==> src/rtl/ps2_kbd_rx.sv <==
// PS/2 keyboard receiver: synchronizes and filters the PS/2 clock and decodes frames into bytes and key events.
// Optional frame watchdog enabled by defining PS2_RX_TIMEOUT_EN.
module ps2_kbd_rx #(
  parameter int FILT_LEN       = 4,
  parameter int TIMEOUT_CYCLES = 60000
) (
  input  logic       clk_sys,
  input  logic       reset,
  input  logic       ps2_clk_in,
  input  logic       ps2_data_in,
  output logic [7:0] rx_byte,
  output logic       rx_valid,
  output logic [7:0] key_code,
  output logic       key_ext,
  output logic       key_release,
  output logic       key_strobe,
  output logic       parity_err,
  output logic       frame_err
);

  localparam int CW = $clog2(FILT_LEN + 1);

  typedef enum logic [1:0] {IDLE, DATA, PARITY, STOP} state_t;

  state_t     state_q, state_d;
  logic       ps2_clk_p0, ps2_clk_p1;
  logic       ps2_data_p0, ps2_data_p1;
  logic       filt_clk;
  logic [CW-1:0] filt_cnt;
  logic       fall;
  logic [2:0] bit_cnt_q, bit_cnt_d;
  logic [7:0] shift_q, shift_d;
  logic       par_q, par_d;
  logic       good, perr, ferr;
  logic       flag_ext, flag_rel;
  logic       timeout;

  // Stage p0/p1: two-flop synchronizers, idle-high after reset
  always_ff @(posedge clk_sys) begin
    if (reset) begin
      ps2_clk_p0  <= 1'b1;
      ps2_clk_p1  <= 1'b1;
      ps2_data_p0 <= 1'b1;
      ps2_data_p1 <= 1'b1;
    end else begin
      ps2_clk_p0  <= ps2_clk_in;
      ps2_clk_p1  <= ps2_clk_p0;
      ps2_data_p0 <= ps2_data_in;
      ps2_data_p1 <= ps2_data_p0;
    end
  end

  // Glitch filter: level flips only after FILT_LEN consecutive differing samples
  always_ff @(posedge clk_sys) begin
    if (reset) begin
      filt_clk <= 1'b1;
      filt_cnt <= '0;
    end else if (ps2_clk_p1 == filt_clk) begin
      filt_cnt <= '0;
    end else if (filt_cnt == CW'(FILT_LEN - 1)) begin
      filt_clk <= ps2_clk_p1;
      filt_cnt <= '0;
    end else begin
      filt_cnt <= filt_cnt + 1'b1;
    end
  end

  assign fall = filt_clk && !ps2_clk_p1 && (filt_cnt == CW'(FILT_LEN - 1));

`ifdef PS2_RX_TIMEOUT_EN
  logic [15:0] wd_cnt;

  // frame_err lands TIMEOUT_CYCLES cycles after the filtered clock last fell
  always_ff @(posedge clk_sys) begin
    if (reset || fall || state_q == IDLE) wd_cnt <= '0;
    else                                  wd_cnt <= wd_cnt + 1'b1;
  end

  assign timeout = (state_q != IDLE) && (wd_cnt == 16'(TIMEOUT_CYCLES - 1));
`else
  assign timeout = 1'b0;
`endif

  always_ff @(posedge clk_sys) begin
    if (reset) begin
      state_q   <= IDLE;
      bit_cnt_q <= '0;
    end else begin
      state_q   <= state_d;
      bit_cnt_q <= bit_cnt_d;
    end
  end

  always_ff @(posedge clk_sys) begin
    shift_q <= shift_d;
    par_q   <= par_d;
  end

  always_comb begin
    state_d   = state_q;
    bit_cnt_d = bit_cnt_q;
    shift_d   = shift_q;
    par_d     = par_q;
    good      = 1'b0;
    perr      = 1'b0;
    ferr      = 1'b0;
    if (fall) begin
      case (state_q)
        IDLE: begin
          if (!ps2_data_p1) begin
            state_d   = DATA;
            bit_cnt_d = '0;
          end
        end
        DATA: begin
          shift_d   = {ps2_data_p1, shift_q[7:1]};
          bit_cnt_d = bit_cnt_q + 1'b1;
          if (bit_cnt_q == 3'd7) state_d = PARITY;
        end
        PARITY: begin
          par_d   = ps2_data_p1;
          state_d = STOP;
        end
        default: begin
          state_d = IDLE;
          if (!(^{shift_q, par_q})) perr = 1'b1;
          else if (ps2_data_p1)     good = 1'b1;
          else                      ferr = 1'b1;
        end
      endcase
    end else if (timeout) begin
      state_d = IDLE;
      ferr    = 1'b1;
    end
  end

  // Output stage: results of the stop-bit cycle appear one cycle later
  always_ff @(posedge clk_sys) begin
    if (reset) begin
      rx_byte     <= '0;
      rx_valid    <= 1'b0;
      key_code    <= '0;
      key_ext     <= 1'b0;
      key_release <= 1'b0;
      key_strobe  <= 1'b0;
      parity_err  <= 1'b0;
      frame_err   <= 1'b0;
      flag_ext    <= 1'b0;
      flag_rel    <= 1'b0;
    end else begin
      rx_valid   <= good;
      parity_err <= perr;
      frame_err  <= ferr;
      key_strobe <= 1'b0;
      if (good) begin
        rx_byte <= shift_q;
        if (shift_q == 8'hF0) begin
          flag_rel <= 1'b1;
        end else if (shift_q == 8'hE0) begin
          flag_ext <= 1'b1;
        end else begin
          key_code    <= shift_q;
          key_ext     <= flag_ext;
          key_release <= flag_rel;
          key_strobe  <= 1'b1;
          flag_ext    <= 1'b0;
          flag_rel    <= 1'b0;
        end
      end
      if (perr || ferr) begin
        flag_ext <= 1'b0;
        flag_rel <= 1'b0;
      end
    end
  end

endmodule

==> config.mk <==
export PLATFORM = sky130hd
export DESIGN_NAME = ps2_kbd_rx
export DESIGN_NICKNAME = d
export VERILOG_FILES = /design/src/rtl/ps2_kbd_rx.sv
export SDC_FILE = /design/constraint.sdc
export NUM_CORES = 1
export LEC_CHECK = 0
export CAP_MARGIN = 5
export CORE_AREA = 2 2 76 60
export CTS_CLUSTER_SIZE = 25
export DETAILED_ROUTE_END_ITERATION = 10
export DIE_AREA = 0 0 78 62
export PLACE_DENSITY_LB_ADDON = 0.25
export SYNTH_ARGS = -nofsm -noshare
export SYNTH_HDL_FRONTEND = slang
export SYNTH_SLANG_ARGS = --single-unit
export TNS_END_PERCENT = 100
==> constraint.sdc <==
create_clock -name clk_sys -period 1.9 [get_ports clk_sys]
set_clock_uncertainty 0.15 [all_clocks]
set_input_delay 0.19 -clock clk_sys [delete_from_list [all_inputs] [get_ports clk_sys]]
set_output_delay 0.19 -clock clk_sys [all_outputs]
set_load 0.01 [all_outputs]
==> After elaboration in Yosys (flattened, before gate mapping) <==
Cells that the tools add are included.
{ "totals": {"regBits": 46, "latch_bits": 0, "mem_bits_rw": 0, "romBits": 0, "input_bits": 4, "out_inout_bits": 22, "wordCells": 75, "n_memories": 0} }
{ "classes": {"add_sub_neg": 2, "mul": 0, "div_mod_pow": 0, "magnitude_cmp": 0, "n_eq_ne": 10, "shift": 0, "mux": 20, "bitwise_logic": 4, "n_reduce_logical": 19} }
{ "op_table": {"columns": ["cell", "n"], "rows": [
  ["== test 8 bit (second input constant)", 2],
  ["2-to-1 mux 1 bit", 15],
  ["AND reduction 2 bit", 5],
  ["AND reduction 3 bit", 3],
  ["OR reduction 3 bit", 3],
  ["XOR reduction 9 bit", 1],
  ["adder 3 x 1 -> 3 bit (second input constant)", 2],
  ["inequality test 2 bit (second input constant)", 3],
  ["one-hot mux 2 bit (3 select lines)", 1],
  ["one-hot mux 3 bit (2 select lines)", 1],
  ["2-to-1 mux 2 bit", 2],
  ["inverter 1 bit", 4],
  ["== test 3 x 2 -> 1 bit (second input constant)", 1],
  ["== test 3 bit (second input constant)", 1],
  ["2-to-1 mux 3 bit", 1],
  ["== test 2 x 1 -> 1 bit (second input constant)", 1],
  ["== test 2 bit (second input constant)", 1],
  ["logical AND 1 bit", 2],
  ["logical NOT 2 bit", 1],
  ["nonzero test 2 bit", 1],
  ["OR reduction 2 bit", 1],
  ["== test 1 bit", 1],
  ["logical NOT 1 bit", 1],
  ["logical OR 1 bit", 1]
]} }

==> Logic depth before layout (Yosys ltp) <==
Gate-level depths: netlist of run 1.
{ "logic_depth": {"ltp_word": 6, "ltp_mapped": 9, "depth_no_buf": 7} }

==> Worst setup path before layout of run 1 <==
Ideal clock, no wire load.
{ "synth_timing": {"kind": "reg2reg", "from": "reg filt_cnt[0]", "to": "reg key_code[1]", "setup_ns": 0.072, "t_arrival_ns": 1.884, "required_time_ns": 1.678, "path_slack_ns": -0.206, "path_stages_with_launch": 10, "path_buffers": 2, "period_less_slack_ns": 2.106, "cell_sequence": "dfxtp_1 -> ha_1 -> ha_1 -> clkbuf_1 -> nand3_1 -> nor2_1 -> and3_1 -> mux2i_2 -> buf_6 -> mux2i_1"} }
{ "synth_between": {"elab_chain_cells": 4} }
{ "synth_lines": {"columns": ["item", "line", "text"], "rows": [
  ["from (decl)", "29", "logic [CW-1:0] filt_cnt;"],
  ["from (signal assigned)", "64", "filt_cnt <= filt_cnt + 1'b1;"],
  ["== test 3 x 2 -> 1 bit", "68", "assign fall = filt_clk && !ps2_clk_p1 && (filt_cnt == CW'(FILT_LEN - 1));"],
  ["logical AND 1 bit", "68", null],
  ["2-to-1 mux 1 bit", "107", "if (fall) begin"],
  ["AND reduction 3 bit (no line)", null, null],
  ["to (signal assigned)", "162", "key_code <= shift_q;"],
  ["to (decl)", "13", "output logic [7:0] key_code,"]
]} }
No other way between the ends.
A chain may end at the register's enable or synchronous reset.

==> Worst setup path in the final report of run 1 <==
{ "layout_timing": {"from": "reg shift_q[3]", "to": "reg key_code[5]"} }
{ "layout_between": {"elab_chain_cells": 5, "word_cells_on_any_way": 9, "cone_classes": "2 x eq/ne; 3 x mux; 2 x bitwise; 2 x reduce/logical"} }
{ "layout_lines": {"columns": ["item", "line", "text"], "rows": [
  ["from (decl)", "32", "logic [7:0] shift_q, shift_d;"],
  ["from (signal assigned)", "95", "shift_q <= shift_d;"],
  ["XOR reduction 9 bit", "126", "if (!(^{shift_q, par_q})) perr = 1'b1;"],
  ["2-to-1 mux 1 bit", "126", null],
  ["2-to-1 mux 1 bit", "108", "case (state_q)"],
  ["2-to-1 mux 1 bit", "107", null],
  ["AND reduction 3 bit (no line) (*)", null, null]
]} }
Mark *: on every way between the ends. The rest lies on a longest branch, timed or not.

==> results of run 1 <==
==> final timing paths <==
| path | from | endpoint | slack (ns) | depth (start not counted) |
|---|---|---|---|---|
| setup / recovery | shift_q[3] | key_code[5] | -0.12 | 6 |
| hold / removal | ps2_data_p0 | ps2_data_p1 | 0.27 | 1 |
| setup reg to reg | shift_q[3] | key_code[5] | -0.12 | 6 |
| hold reg to reg | ps2_data_p0 | ps2_data_p1 | 0.27 | 1 |
==> cells in the final DEF, fill, tap and decap left out, types with 4 or more instances in the layout <==
cell and instances:
edfxtp_1 9, nor2_1 8, a21oi_1 7, or2_2 4, mux2i_1 8, nor3_1 4
clkdlybuf4s50_1 25, clkbuf_8 5, inv_1 14, xnor2_2 6, dfxtp_1 37, nand2_1 17
ha_1 8, nor4_1 4, o32ai_1 4, buf_4 24
==> flip-flops by register name (all words and copies together) (netlist names), 2 cells and up <==
signal and cells:
shift_q 8, bit_cnt_q 3, key_code 8, filt_cnt 3, state_q 2, rx_byte 8
==> synthesized netlist by cell type <==
library cell / n
a21oi_1: 8
nor4b_1: 2
clkinv_1: 1
mux2i_1: 8
xnor2_2: 3
or2_2: 4
or3_1: 1
nor2_1: 11
a31oi_1: 4
edfxtp_1: 9
nor3_1: 6
nand3b_1: 2
nand4_1: 1
nor4_1: 4
o21ai_0: 4
nand2_1: 19
xnor3_1: 2
dfxtp_1: 37
clkbuf_1: 5
mux2i_2: 1
inv_1: 14
nand3_1: 3
nand2b_1: 1
a31o_2: 1
o32ai_1: 4
a32oi_1: 2
xnor2_1: 4
buf_6: 1
o31ai_1: 3
o211ai_1: 2
and3_1: 2
ha_1: 9
==> cells by family after synthesis <==
kind of cell / count (synthesis) / share of synthesized area (%)
DFF: 46 / 53.55
adders and majority gates: 9 / 5.964
muxes: 9 / 4.970
AOI/OAI and AO/OA: 28 / 9.741
xor gates and xnor gates: 9 / 6.826
and+or+nand+nor: 56 / 14.38
buffers and inverters: 21 / 4.572
==> stage by stage <==
| step | setup slack (ns) | std cells | utilization (%) | area [µm²] | hold WS (ns) |
|---|---|---|---|---|---|
| after detailed placement | -0.1668 | 274 | 56.90 | 2392 | 0.2499 |
| final | -0.1169 | 290 | 63.30 | 2661 | 0.2665 |
| after global placement | -0.1179 | 274 | 56.90 | 2392 | 0.2454 |
| after floorplan | -0.1230 | 178 | - | 1939 | 0.1438 |
| after global routing | -0.1807 | 290 | 63.30 | 2661 | 0.2782 |
| after CTS | -0.07636 | 287 | 61.46 | 2584 | 0.2704 |
==> what timing repair did <==
item / CTS / global route
gates resized for setup: 15 / 13
endpoints found under the setup margin: 20 / 27
pin swaps: 6 / 10
hold endpoints to repair: 0 / 0
setup buffers: 5 / 4
==> report_power, final <==
group,leakage [nW],internal (mW),total (mW),switching (mW)
Combinational,0.635,0.0151,0.0381,0.0230
Sequential,0.379,0.994,0.997,0.00311
Clock,0.0484,0.260,0.604,0.344
==> cell type report <==
cell class / instances / area share (%)
clock buffer: 5 / 2.586
clock inverter: 3 / 0.7522
inverter: 15 / 2.116
multi-input combinational: 111 / 35.68
sequential: 46 / 37.99
tap: 57 / 2.680
timing repair buffer: 53 / 18.19
==> routing by layer <==
metal / vias up / global-route usage, % / routed length, µm
met3: 5 / 4.480 / 195
li1: 733 / - / -
met5: - / 0 / 0
met4: 0 / 8.271 / 48
met2: 38 / 28.57 / 2070
met1: 702 / 24.52 / 1998
==> flow_summary.yaml, run 1 <==
place:
  dpl.hpwl_um: 3020
  gp_congestion: 0.8045
  place.port_buffers: 25
job:
  max_cap_viol_count: 0
setup_path:
  cp-end-kind: "flip-flop"
  cp.required_ns: 1.94
  crit_family: "XOR/XNOR gates"
  crit_top_cell: "xnor2_2"
  cp_slowest_cell: "xnor3_2"
  crit_type: "flip-flop to flip-flop"
  path_cells: "xnor2_2, xnor2_2, buf_6, xnor3_2, o31ai_2, a21oi_1"
  critical_path.max_stage_delay_ns: 0.45
  arrival_ns: 2.06
  worstPathBufferInverterCount: 1
  worstPathMaxFanout: 7
  start_kind: "flip-flop"
power_and_ir_drop:
  p_leak_nw: 1.063
  ir_drop_mv: 0.7035
  p_total_mw: 1.639
  power.density_mw_per_mm2: 616.0
floorplanning:
  core_mm2: 0.004204
  die_h_um: 62
  io_pins: 26
  rows: 21
  floorplan.initialDensity_pct: 44.91
  die-width_um: 78
  fp.dieArea_mm2: 0.004836
logic_synthesis:
  yosysTopAreaCellShare_pct: 39.23
  syn_nets: 191
  seq_area_frac_synth_pct: 53.55
  syn_area_per_cell_um2: 10.61
  syn_inst: 178
  synth_top_area_cell: "dfxtp_1"
  synth_cell_types: 32
  synth.area.top_cells: "dfxtp_1 39%, edfxtp_1 14%, ha_1 6.0%"
  netlist_area_mm2: 0.001888
  ys_warn_count: 0
  synth_seq_cells: 46
clocking:
  path_clk_slew_ns: 0.09
  worstSkewPairLatency_ns: 0.31
  holdBufCountCts: 0
  cts_tree: "yes"
  cts_max_path_buffers: 2
  clock_sinks: 46
  cts-buffers-inserted: 5
  ctsRootBufferMaster: "clkbuf_8"
  htreeDepth: 2
finish:
  drive_above_1_share_pct: 28.76
  seq_area_mm2: 0.001011
  antennaDiodeCount: 0
  fill_cells: 323
  multi_input_area_um2: 949.7
  area_growth_pct: 40.95
  nets: 245
detailed_routing:
  wl_um: 4314
  firstDrtPassIters: 4
  vias: 1478
  drc: 0
  wl_per_cell_um: 14.88
  drt-initial-drc-count: 88
  ant_nets: 0
  drt-vias-per-instance: 5.097
timing:
  min_period_over_period_pct: 106.2
  drv_slew: 0
  fin_crit_ns: 2.017
  max_clock_freq_mhz: 495.8
  worst_pin_slew_ns: 0.3745
  final_hold_viol_count: 0
  tns_ns: -0.9647
  setup_ws_ns: -0.1169
  finalSetupViolations: 16
  maxSlewHeadroom_pct: 74.77
  rsz0062_at_grt: "true"
run_status:
  status: "finished with violations"
  violations: "negative setup slack"
grt:
  grt_overflow: 0
  grt_first_pass_wirelength_um: 6699
  grt_max_degree: 27
  grt_pass1_vias: 1427
  grt_usage_pct: 18.23
  antenna_found_initial: 0
min_path:
  hp-class: "flip-flop to flip-flop"
Note: power is estimated with default switching activity, not from simulation.
==> run 2, diff against run 1 <==
--- a/config.mk
+++ b/config.mk
@@ -6,10 +6,10 @@
 export NUM_CORES = 1
 export LEC_CHECK = 0
 export CAP_MARGIN = 5
-export CORE_AREA = 2 2 76 60
+export CORE_AREA = 8 8 82 66
 export CTS_CLUSTER_SIZE = 25
 export DETAILED_ROUTE_END_ITERATION = 10
-export DIE_AREA = 0 0 78 62
+export DIE_AREA = 0 0 90 74
 export PLACE_DENSITY_LB_ADDON = 0.25
 export SYNTH_ARGS = -nofsm -noshare
 export SYNTH_HDL_FRONTEND = slang
==> run 2 against run 1 <==
Cell count grew 0.69%. Register-to-register slack improved by 0.02 ns. Utilization rose by 0.27 points. Highest routed layer unchanged. First-iteration DRC count shrank 33%. Sequential power is essentially flat. Routed wire length increased by 4.8%. Clock power is essentially flat. Non-clock buffer count grew 2. The flow still finishes with violations (negative setup slack).
==> flow_summary.yaml, run 2 (synthesized netlist as in run 1, its figures left out) <==
detailed_routing:
  drt-vias-per-instance: 5.154
  wl_per_cell_um: 15.49
  drc: 0
  drt-initial-drc-count: 59
  firstDrtPassIters: 4
  routed-wl-met3_um: 261
  dr_wl_met2_um: 2194
  top_layer: "met4"
  m1WireLength_um: 2029
  wl_um: 4523
  ant_nets: 0
  vias: 1505
min_path:
  hold_start: "ps2_data_p0"
  hp-class: "flip-flop to flip-flop"
  hold_depth: 1
  min_to: "ps2_data_p1"
clocking:
  ctsRootBufferMaster: "clkbuf_8"
  cts_max_path_buffers: 2
  worstSkewPairLatency_ns: 0.30
  htreeDepth: 2
  cts-buffers-inserted: 5
  path_clk_slew_ns: 0.09
  clock_sinks: 46
  holdBufCountCts: 0
  cts_tree: "yes"
timing:
  rsz0062_at_grt: "true"
  hold_ws_ns: 0.2698
  fin_crit_ns: 1.997
  drv_slew: 0
  final_hold_viol_count: 0
  worst_pin_slew_ns: 0.3392
  max_clock_freq_mhz: 500.8
  setup_ws_ns: -0.09662
  maxSlewHeadroom_pct: 77.15
  finalSetupViolations: 16
  min_period_over_period_pct: 105.1
floorplanning:
  rows: 21
  core_mm2: 0.004204
  die_h_um: 74
  fp.dieArea_mm2: 0.006660
  io_pins: 26
  floorplan.initialDensity_pct: 44.91
  die-width_um: 90
finish:
  antennaDiodeCount: 0
  drive_above_1_share_pct: 29.36
  seq_area_mm2: 0.001011
  final_common_cell: "dfxtp_1"
  top_regs: "key_code (8), rx_byte (8), shift_q (8)"
  fill_cells: 341
  nets: 247
  area_growth_pct: 41.55
  final_area_mm2: 0.002673
  layout_common_cells: "37 x dfxtp_1, 25 x clkdlybuf4s50_1, 25 x buf_4, 18 x nand2_1, 14 x inv_1"
  multi_input_area_um2: 942.2
place:
  gp_congestion: 0.8092
  dpl.hpwl_um: 3283
  dpl_worst_slack_ns: -0.1891
  dpl-instance-area_mm2: 0.002392
  place.port_buffers: 25
grt:
  antenna_found_initial: 0
  grt_pass1_vias: 1540
  grt_max_degree: 27
  grt_overflow: 0
  grt_usage_pct: 14.08
  grt_first_pass_wirelength_um: 7472
run_status:
  status: "finished with violations"
  violations: "negative setup slack"
setup_path:
  start_kind: "flip-flop"
  worstPathMaxFanout: 13
  r2r_slack_ns: -0.1
  arrival_ns: 2.07
  r2r-start: "shift_q[5]"
  cp-end-kind: "flip-flop"
  cp.required_ns: 1.98
  crit_type: "flip-flop to flip-flop"
  regToRegEndpoint: "key_code[4]"
  r2r_cells: 7
power_and_ir_drop:
  p_seq_share_pct: 60.9
  p_clk_share_pct: 36.7
  p_leak_nw: 1.076
  ir_drop_mv: 0.4095
  p_sw_share_pct: 22.50
  p_int_mw: 1.270
  combPwrFrac_pct: 2.4
  power.density_mw_per_mm2: 612.9
  p_sw_uw: 368.5
job:
  max_cap_viol_count: 0
-- run 2: cell types whose count changed in the layout (fill, tap and decap cells not counted), sizes merged --
| cell | before | now |
|---|---|---|
| buf | 28 | 30 |
-- run 2: repair_timing --
action | CTS | global route
resized for setup | 14 | 14
setup endpoints to repair | 21 | 24
pin swaps | 6 | 11
setup buffers | 6 | 4
-- run 2: worst max-delay path: stages (launching register included) --
cell,delay (ns)
edfxtp_1,0.44
xnor2_2,0.18
xnor2_2,0.15
buf_4,0.16
xnor2_4,0.20
mux2i_4,0.27
buf_12,0.17
mux2i_1,0.20
-- run 2: cell type report --
class / count / area share (%)
multi-input combinational: 111 / 35.25
inverter: 15 / 2.107
clock inverter: 3 / 0.7491
clock buffer: 5 / 2.575
tap: 57 / 2.669
timing repair buffer: 55 / 18.82
sequential: 46 / 37.83
-- run 2: power groups by stage --
stage	sequential (mW)	clock, mW	combinational (mW)
global route	0.999	0.649	0.0426
global placement	1.02	0	0.0352
floorplan	1.02	0	0.0222
finish	0.998	0.601	0.0392
CTS	0.997	0.613	0.0379
detailed placement	1.02	0	0.0366
-- run 2: metrics by stage --
stage / instances / power, mW / util (%) / TNS [ns]
6_report: 292 / 1.638 / 63.57 / -0.8740
5_1_grt: 292 / 1.690 / 63.57 / -2.198
4_1_cts: 288 / 1.648 / 61.34 / -0.6385
3_5_place_dp: 274 / 1.057 / 56.90 / -1.885
3_3_place_gp: 274 / 1.055 / 56.90 / -0.9264
2_1_floorplan: 178 / 1.041 / - / -1.028
-- run 2: worst max-delay path by stage --
stage | startpoint | to | slack, ns | depth (start not counted)
after global routing | shift_q[5] | key_code[4] | -0.17 | 7
after detailed placement | shift_q[1] | rx_byte[2] | -0.19 | 5
after floorplan | shift_q[5] | key_code[1] | -0.12 | 6
after CTS | shift_q[3] | key_code[6] | -0.09 | 6
final | shift_q[5] | key_code[4] | -0.1 | 7
after global placement | shift_q[1] | rx_byte[3] | -0.09 | 5
-- run 2: per-layer routing --
layer,global-route usage (%),vias up
met5,0,-
met1,16.13,729
li1,-,736
met3,5.040,8
met4,2.757,0
met2,25.16,32
